==> config.mk <==
export PLATFORM = sky130hd
export DESIGN_NAME = mem_arbiter_flat
export DESIGN_NICKNAME = d
export VERILOG_FILES = /design/src/rtl/mem_arbiter_pkg.sv /design/src/rtl/mem_arbiter_if.sv /design/src/rtl/mem_arbiter_rr_pick2.sv /design/src/rtl/mem_arbiter.sv /design/src/flat_wrapper.sv
export SDC_FILE = /design/constraint.sdc
export NUM_CORES = 1
export LEC_CHECK = 0
export CAP_MARGIN = 20
export CORE_AREA = 3 3 120 122
export CTS_BUF_LIST = sky130_fd_sc_hd__clkbuf_2 sky130_fd_sc_hd__clkbuf_4 sky130_fd_sc_hd__clkbuf_8
export DETAILED_ROUTE_END_ITERATION = 16
export DIE_AREA = 0 0 123 125
export GPL_TIMING_DRIVEN = 1
export SYNTH_ARGS = -nofsm -noshare
export SYNTH_HDL_FRONTEND = slang
export SYNTH_SLANG_ARGS = --single-unit
==> constraint.sdc <==
create_clock -name clk -period 1.7 [get_ports clk]
set_input_delay 0.34 -clock clk [delete_from_list [all_inputs] [get_ports clk]]
set_output_delay 0.34 -clock clk [all_outputs]
set_load 0.01 [all_outputs]
==> src/rtl/mem_arbiter_pkg.sv <==
// Shared definitions for the two-port memory arbiter: access-size codes,
// arbiter FSM states and requester port indices.
package mem_arbiter_pkg;

    localparam logic [1:0] MASK_WORD = 2'b00;
    localparam logic [1:0] MASK_HALF = 2'b01;
    localparam logic [1:0] MASK_BYTE = 2'b10;

    localparam int PORT_CPU = 0;
    localparam int PORT_DMA = 1;

    typedef enum logic [1:0] {
        ST_IDLE = 2'd0,
        ST_OWN0 = 2'd1,
        ST_OWN1 = 2'd2
    } arb_state_e;

endpackage

==> src/rtl/mem_arbiter_if.sv <==
// One requester port of the memory arbiter; master is the requester,
// slave is the arbiter side.
interface mem_arbiter_if #(
    parameter int ADDR_W = 32
) ();

    logic              req;
    logic              we;
    logic [1:0]        mask;
    logic              signed_ext;
    logic [ADDR_W-1:0] addr;
    logic [ADDR_W-1:0] wdata;
    logic              lock;
    logic              gnt;
    logic              rvalid;
    logic [ADDR_W-1:0] rdata;

    modport master (
        output req, we, mask, signed_ext, addr, wdata, lock,
        input  gnt, rvalid, rdata
    );

    modport slave (
        input  req, we, mask, signed_ext, addr, wdata, lock,
        output gnt, rvalid, rdata
    );

endinterface

==> src/rtl/mem_arbiter_rr_pick2.sv <==
// Two-way round-robin pick: a lone request always wins, on contention the
// port that did not win most recently is chosen.
module rr_pick2 (
    input  logic [1:0] req,
    input  logic       last,
    output logic [1:0] gnt
);

    // one-hot winner selection
    always_comb begin
        gnt = 2'b00;
        case (req)
            2'b01:   gnt = 2'b01;
            2'b10:   gnt = 2'b10;
            2'b11:   gnt = last ? 2'b01 : 2'b10;
            default: gnt = 2'b00;
        endcase
    end

endmodule

==> src/rtl/mem_arbiter.sv <==
// Two-port (CPU/DMA) arbiter onto a single-cycle RAM. Define MEM_ARB_LOCK_EN
// to honour pN_lock (locked ownership bounded by MAX_HOLD grants).
module mem_arbiter
    import mem_arbiter_pkg::*;
#(
    parameter int ADDR_W   = 32,
    parameter int MAX_HOLD = 8
) (
    input  logic              clk,
    input  logic              reset,
    mem_arbiter_if.slave      p0,
    mem_arbiter_if.slave      p1,
    output logic              ram_we,
    output logic [ADDR_W-1:0] ram_addr,
    output logic [1:0]        ram_mask,
    output logic              ram_signed_ext,
    output logic [ADDR_W-1:0] ram_wdata,
    input  logic [ADDR_W-1:0] ram_rdata
);

    logic [1:0] req_s;
    logic [1:0] elig_s;
    logic [1:0] gnt_s;
    logic       last_r;     // 1 = port 1 won most recently, so port 0 is favoured
    logic [1:0] rd_tag_r;

    assign req_s = {p1.req, p0.req};

`ifdef MEM_ARB_LOCK_EN
    localparam int HOLD_W = $clog2(MAX_HOLD + 1);
    localparam logic [HOLD_W-1:0] HOLD_MAX  = HOLD_W'(MAX_HOLD);
    localparam logic [HOLD_W-1:0] HOLD_LAST = HOLD_W'(MAX_HOLD - 1);

    arb_state_e        state_r;
    arb_state_e        state_nxt;
    logic [HOLD_W-1:0] hold_cnt_r;
    logic [HOLD_W-1:0] hold_nxt;
    logic [HOLD_W-1:0] hold_inc_s;
    logic              win_lock_s;

    // lock flag of whichever port wins this cycle
    always_comb begin
        win_lock_s = 1'b0;
        if (gnt_s[PORT_CPU]) begin
            win_lock_s = p0.lock;
        end else if (gnt_s[PORT_DMA]) begin
            win_lock_s = p1.lock;
        end else begin
            win_lock_s = 1'b0;
        end
    end

    assign hold_inc_s = (hold_cnt_r == HOLD_MAX) ? hold_cnt_r : hold_cnt_r + {{(HOLD_W-1){1'b0}}, 1'b1};

    // ownership FSM next state; the entry grant plus the locked grants in OWNn
    // together may not exceed MAX_HOLD
    always_comb begin
        state_nxt = state_r;
        hold_nxt  = hold_cnt_r;
        case (state_r)
            ST_IDLE: begin
                if ((gnt_s != 2'b00) && win_lock_s && (MAX_HOLD > 1)) begin
                    state_nxt = gnt_s[PORT_DMA] ? ST_OWN1 : ST_OWN0;
                    hold_nxt  = '0;
                end else begin
                    state_nxt = ST_IDLE;
                end
            end
            ST_OWN0, ST_OWN1: begin
                if (gnt_s == 2'b00) begin
                    state_nxt = state_r;
                end else if (!win_lock_s) begin
                    state_nxt = ST_IDLE;
                    hold_nxt  = '0;
                end else begin
                    hold_nxt = hold_inc_s;
                    if (hold_inc_s >= HOLD_LAST) begin
                        state_nxt = ST_IDLE;
                    end else begin
                        state_nxt = state_r;
                    end
                end
            end
            default: begin
                state_nxt = ST_IDLE;
                hold_nxt  = '0;
            end
        endcase
    end

    // ownership FSM state and hold counter
    always_ff @(posedge clk) begin
        if (reset) begin
            state_r    <= ST_IDLE;
            hold_cnt_r <= '0;
        end else begin
            state_r    <= state_nxt;
            hold_cnt_r <= hold_nxt;
        end
    end

    // while a port owns the RAM the other port's request is masked out
    always_comb begin
        elig_s = 2'b00;
        case (state_r)
            ST_IDLE: elig_s = req_s;
            ST_OWN0: elig_s = req_s & 2'b01;
            ST_OWN1: elig_s = req_s & 2'b10;
            default: elig_s = req_s;
        endcase
    end
`else
    logic unused_lock_s;

    assign unused_lock_s = p0.lock ^ p1.lock;

    // pure round-robin: every request is eligible
    always_comb begin
        elig_s = req_s;
    end
`endif

    rr_pick2 u_pick (
        .req  (elig_s),
        .last (last_r),
        .gnt  (gnt_s)
    );

    assign p0.gnt = gnt_s[PORT_CPU];
    assign p1.gnt = gnt_s[PORT_DMA];

    // winner's fields drive the RAM port, all zero when nobody is granted
    always_comb begin
        ram_we         = 1'b0;
        ram_addr       = '0;
        ram_mask       = MASK_WORD;
        ram_signed_ext = 1'b0;
        ram_wdata      = '0;
        if (gnt_s[PORT_CPU]) begin
            ram_we         = p0.we;
            ram_addr       = p0.addr;
            ram_mask       = p0.mask;
            ram_signed_ext = p0.signed_ext;
            ram_wdata      = p0.wdata;
        end else if (gnt_s[PORT_DMA]) begin
            ram_we         = p1.we;
            ram_addr       = p1.addr;
            ram_mask       = p1.mask;
            ram_signed_ext = p1.signed_ext;
            ram_wdata      = p1.wdata;
        end else begin
            ram_we = 1'b0;
        end
    end

    // round-robin pointer moves only on a granted cycle
    always_ff @(posedge clk) begin
        if (reset) begin
            last_r <= 1'b1;
        end else if (gnt_s != 2'b00) begin
            last_r <= gnt_s[PORT_DMA];
        end else begin
            last_r <= last_r;
        end
    end

    // remember which port has a read in flight so the RAM data returns to it
    always_ff @(posedge clk) begin
        if (reset) begin
            rd_tag_r <= 2'b00;
        end else begin
            rd_tag_r <= gnt_s & {~p1.we, ~p0.we};
        end
    end

    assign p0.rvalid = rd_tag_r[PORT_CPU];
    assign p1.rvalid = rd_tag_r[PORT_DMA];
    assign p0.rdata  = rd_tag_r[PORT_CPU] ? ram_rdata : '0;
    assign p1.rdata  = rd_tag_r[PORT_DMA] ? ram_rdata : '0;

endmodule

==> src/flat_wrapper.sv <==
// flat-port wrapper written by rule: the top's interface ports become plain ports
module mem_arbiter_flat import mem_arbiter_pkg::*;
#(
    parameter int ADDR_W   = 32,
    parameter int MAX_HOLD = 8
)
  (clk, reset, ram_we, ram_addr, ram_mask, ram_signed_ext, ram_wdata, ram_rdata, p0_req, p0_we, p0_mask, p0_signed_ext, p0_addr, p0_wdata, p0_lock, p0_gnt, p0_rvalid, p0_rdata, p1_req, p1_we, p1_mask, p1_signed_ext, p1_addr, p1_wdata, p1_lock, p1_gnt, p1_rvalid, p1_rdata);
  mem_arbiter_if #(.ADDR_W(ADDR_W)) p0_i ();
  mem_arbiter_if #(.ADDR_W(ADDR_W)) p1_i ();
  input  logic clk;
  input  logic reset;
  output logic ram_we;
  output logic [ADDR_W-1:0] ram_addr;
  output logic [1:0] ram_mask;
  output logic ram_signed_ext;
  output logic [ADDR_W-1:0] ram_wdata;
  input  logic [ADDR_W-1:0] ram_rdata;
  input wire logic [$bits(p0_i.req)-1:0] p0_req;
  input wire logic [$bits(p0_i.we)-1:0] p0_we;
  input wire logic [$bits(p0_i.mask)-1:0] p0_mask;
  input wire logic [$bits(p0_i.signed_ext)-1:0] p0_signed_ext;
  input wire logic [$bits(p0_i.addr)-1:0] p0_addr;
  input wire logic [$bits(p0_i.wdata)-1:0] p0_wdata;
  input wire logic [$bits(p0_i.lock)-1:0] p0_lock;
  output wire logic [$bits(p0_i.gnt)-1:0] p0_gnt;
  output wire logic [$bits(p0_i.rvalid)-1:0] p0_rvalid;
  output wire logic [$bits(p0_i.rdata)-1:0] p0_rdata;
  input wire logic [$bits(p1_i.req)-1:0] p1_req;
  input wire logic [$bits(p1_i.we)-1:0] p1_we;
  input wire logic [$bits(p1_i.mask)-1:0] p1_mask;
  input wire logic [$bits(p1_i.signed_ext)-1:0] p1_signed_ext;
  input wire logic [$bits(p1_i.addr)-1:0] p1_addr;
  input wire logic [$bits(p1_i.wdata)-1:0] p1_wdata;
  input wire logic [$bits(p1_i.lock)-1:0] p1_lock;
  output wire logic [$bits(p1_i.gnt)-1:0] p1_gnt;
  output wire logic [$bits(p1_i.rvalid)-1:0] p1_rvalid;
  output wire logic [$bits(p1_i.rdata)-1:0] p1_rdata;
  assign p0_i.req = p0_req;
  assign p0_i.we = p0_we;
  assign p0_i.mask = p0_mask;
  assign p0_i.signed_ext = p0_signed_ext;
  assign p0_i.addr = p0_addr;
  assign p0_i.wdata = p0_wdata;
  assign p0_i.lock = p0_lock;
  assign p0_gnt = p0_i.gnt;
  assign p0_rvalid = p0_i.rvalid;
  assign p0_rdata = p0_i.rdata;
  assign p1_i.req = p1_req;
  assign p1_i.we = p1_we;
  assign p1_i.mask = p1_mask;
  assign p1_i.signed_ext = p1_signed_ext;
  assign p1_i.addr = p1_addr;
  assign p1_i.wdata = p1_wdata;
  assign p1_i.lock = p1_lock;
  assign p1_gnt = p1_i.gnt;
  assign p1_rvalid = p1_i.rvalid;
  assign p1_rdata = p1_i.rdata;
  mem_arbiter #(.ADDR_W(ADDR_W), .MAX_HOLD(MAX_HOLD)) u_core (.clk(clk), .reset(reset), .p0(p0_i), .p1(p1_i), .ram_we(ram_we), .ram_addr(ram_addr), .ram_mask(ram_mask), .ram_signed_ext(ram_signed_ext), .ram_wdata(ram_wdata), .ram_rdata(ram_rdata));
endmodule
==> impl_metrics.tcl, run 1 <==
set metrics [dict create \
    slew_violations 0 \
    worst_ep_required_time_ps 1360 \
    finalSetupViolations 69 \
    synth_top_family_by_area "compound AO/OA/AOI/OAI gates" \
    grt_overflow_total 0 \
    grt_max_degree 48 \
    numPortBuffers 307 \
    gp_congestion 0.7429 \
    nNetsFinal 654 \
    synth-seq-cells 3 \
    async_reset_ff_frac 0 \
    crit_type "flop to output pin" \
    ant_nets 0 \
    syn_area_mm2 0.001405 \
    total_power_uw 1473 \
    place_ws_ps -675.1 \
    cts_sinks 3 \
    status "finished, violations left" \
    antenna_found_initial 1 \
    cts_buffers 3 \
    h-tree-depth 1 \
    routedWlPerCell_um 18.55 \
    hold_viol_final 0 \
    final_util 0.3522 \
    synth_xor_area_frac 0 \
    dp_hpwl_um 9638 \
    whs_ps 513.9 \
    vias_per_cell 4.359 \
    die_area_mm2 0.01538 \
    syn_nets 346 \
    finalCritPeriodShare 1.087 \
    clock_skew_ps 0.8303 \
    synth_edf_count 0 \
    cts.clk_slew.worst_paths_ps 30 \
    ys_top_cells_by_count "a32o_1 (68), and2_1 (65), clkbuf_1 (11)" \
    drc 0 \
    powerDensity_mw_per_mm2 314.7 \
    die_h_um 125 \
    cp-end-kind "output pin" \
    worst_pin_slew_ps 472.7 \
    num_vias 2855 \
    slew_headroom 0.6849 \
    io_pins 310 \
    synth.avg_cell_area_um2 8.169 \
    insertion_delay_ps 220 \
    fin_cells 655 \
    fin_crit_ps 1848 \
    synthesis.instances 172 \
    first_global_vias 2973 \
    cts_tree "yes" \
    critical_path.max_fanout 3 \
    crit_path_start_kind "flop" \
    vdd_drop_max_mv 0.1400 \
    worstPathArrival_ps 1510 \
    yosysUniqueCellTypes 14 \
    grt.total_usage 0.1452 \
    synth.most_common_cell "a32o_1" \
    rsz0062_at_grt "yes" \
    rows 42 \
    synthSimpleGateAreaFrac 0.3197 \
    dr.pass1.iters 5 \
    antenna_cells 0 \
    cts.path.max_buffers 2 \
    synthMuxAreaShare 0 \
    drive_gt1_frac 0.2255 \
    cts-root-buf "clkbuf_8" \
    drt_iter0_drc 79 \
    yosysSeqAreaShare 0.04274 \
    synthAdderAreaFrac 0 \
    coreArea_mm2 0.01330 \
    start_util 0.1057 \
    wl_um 12150 \
    failed_checks "setup timing" \
    placedCellCount 638 \
    grt_pass1_wl_um 17300 \
    yosys_warnings 0 \
    areaGrowthSynthToFinish_pct 233.2 \
    yosys.area.top_type "a32o_1" \
    die_w_um 123 \
    fillers 1417 \
    synth_area_leaders "a32o_1 (48%), and2_1 (29%), buf_6 (6.4%)" \
    setup_slack_ps -148.3 \
    power_leakage_uw 0.002159 \
    hp-class "flop to flop" \
    drv_cap 0 \
    max_freq_ghz 0.5410 \
    synth-compound-area-share 0.4978 \
    synth_flop_cell "dfxtp_1" \
    yosysTopAreaCellShare 0.4844 \
]
critical path: stages (launching register included):
cell and delay (ps):
dfxtp_4 350, nand2b_4 180, buf_12 150, buf_16 120
buf_12 110, a32o_1 230, buf_2 140
cell usage in the layout (no fill, tap or decap), drive strengths merged, types with 2 or more instances in the layout:
cell / count
clkdlybuf4s50: 171
buf: 77
a32o: 68
and2: 65
dlygate4sd2: 64
clkdlybuf4s15: 19
clkbuf: 5
dfxtp: 3
nand2b: 2
sequential cells by signal (all words and copies together) (netlist names):
signal / count
u_core.last_r: 1
u_core.rd_tag_r: 2
where the power goes:
| part | internal (uW) | switching [uW] |
|---|---|---|
| registers | 74.6 | 4.33 |
| logic | 742 | 429 |
| clock network | 176 | 47.6 |
cell families after synthesis:
family                 after synthesis
AO/OA/AOI/OAI                       69
buffers and inverters               29
flip-flops                           3
AND/OR/NAND/NOR                     71
repair_timing:
action,in CTS,in global routing
pin swaps,9,10
gates cloned,5,1
hold buffers,0,0
gates resized for setup,344,7
buffers inserted,9,2
endpoints found under the setup margin,134,69
final timing paths:
check / from / end / slack (ps) / cells past startpoint
min: u_core.last_r / u_core.last_r / 510 / 2
min reg2reg: u_core.last_r / u_core.last_r / 510 / 2
max reg2reg: u_core.last_r / u_core.rd_tag_r[1] / 510 / 5
max: u_core.last_r / ram_wdata[6] / -150 / 6
layer usage:
layer  track usage  part of all wire
met5             0            0.0014
met4       0.02085            0.0098
met3       0.05556              0.13
met2        0.2885              0.54
met1        0.1418              0.33
cell type report:
type,count,area [um2],share of cell area
sequential,3,63.81,0.01363
tap,176,220.2,0.04703
clock buffer,4,48.80,0.01042
multi-input combinational,140,1164,0.2485
timing repair buffer,332,3186,0.6804
per-stage QoR:
step,TNS [ps],instance area (um2)
3_3_place_gp,-51420,4664
5_1_grt,-10500,4682
2_1_floorplan,0,1405
6_report,-6240,4682
4_1_cts,-6879,4718
3_5_place_dp,-52040,4664
Power figures use the tool's default switching activity.
==> inputs of run 2 (changes only) <==
CTS_CLUSTER_SIZE = 40   (was unset)
==> results of run 2 <==
Final layout, timing and power as in run 1 (identical DEF).
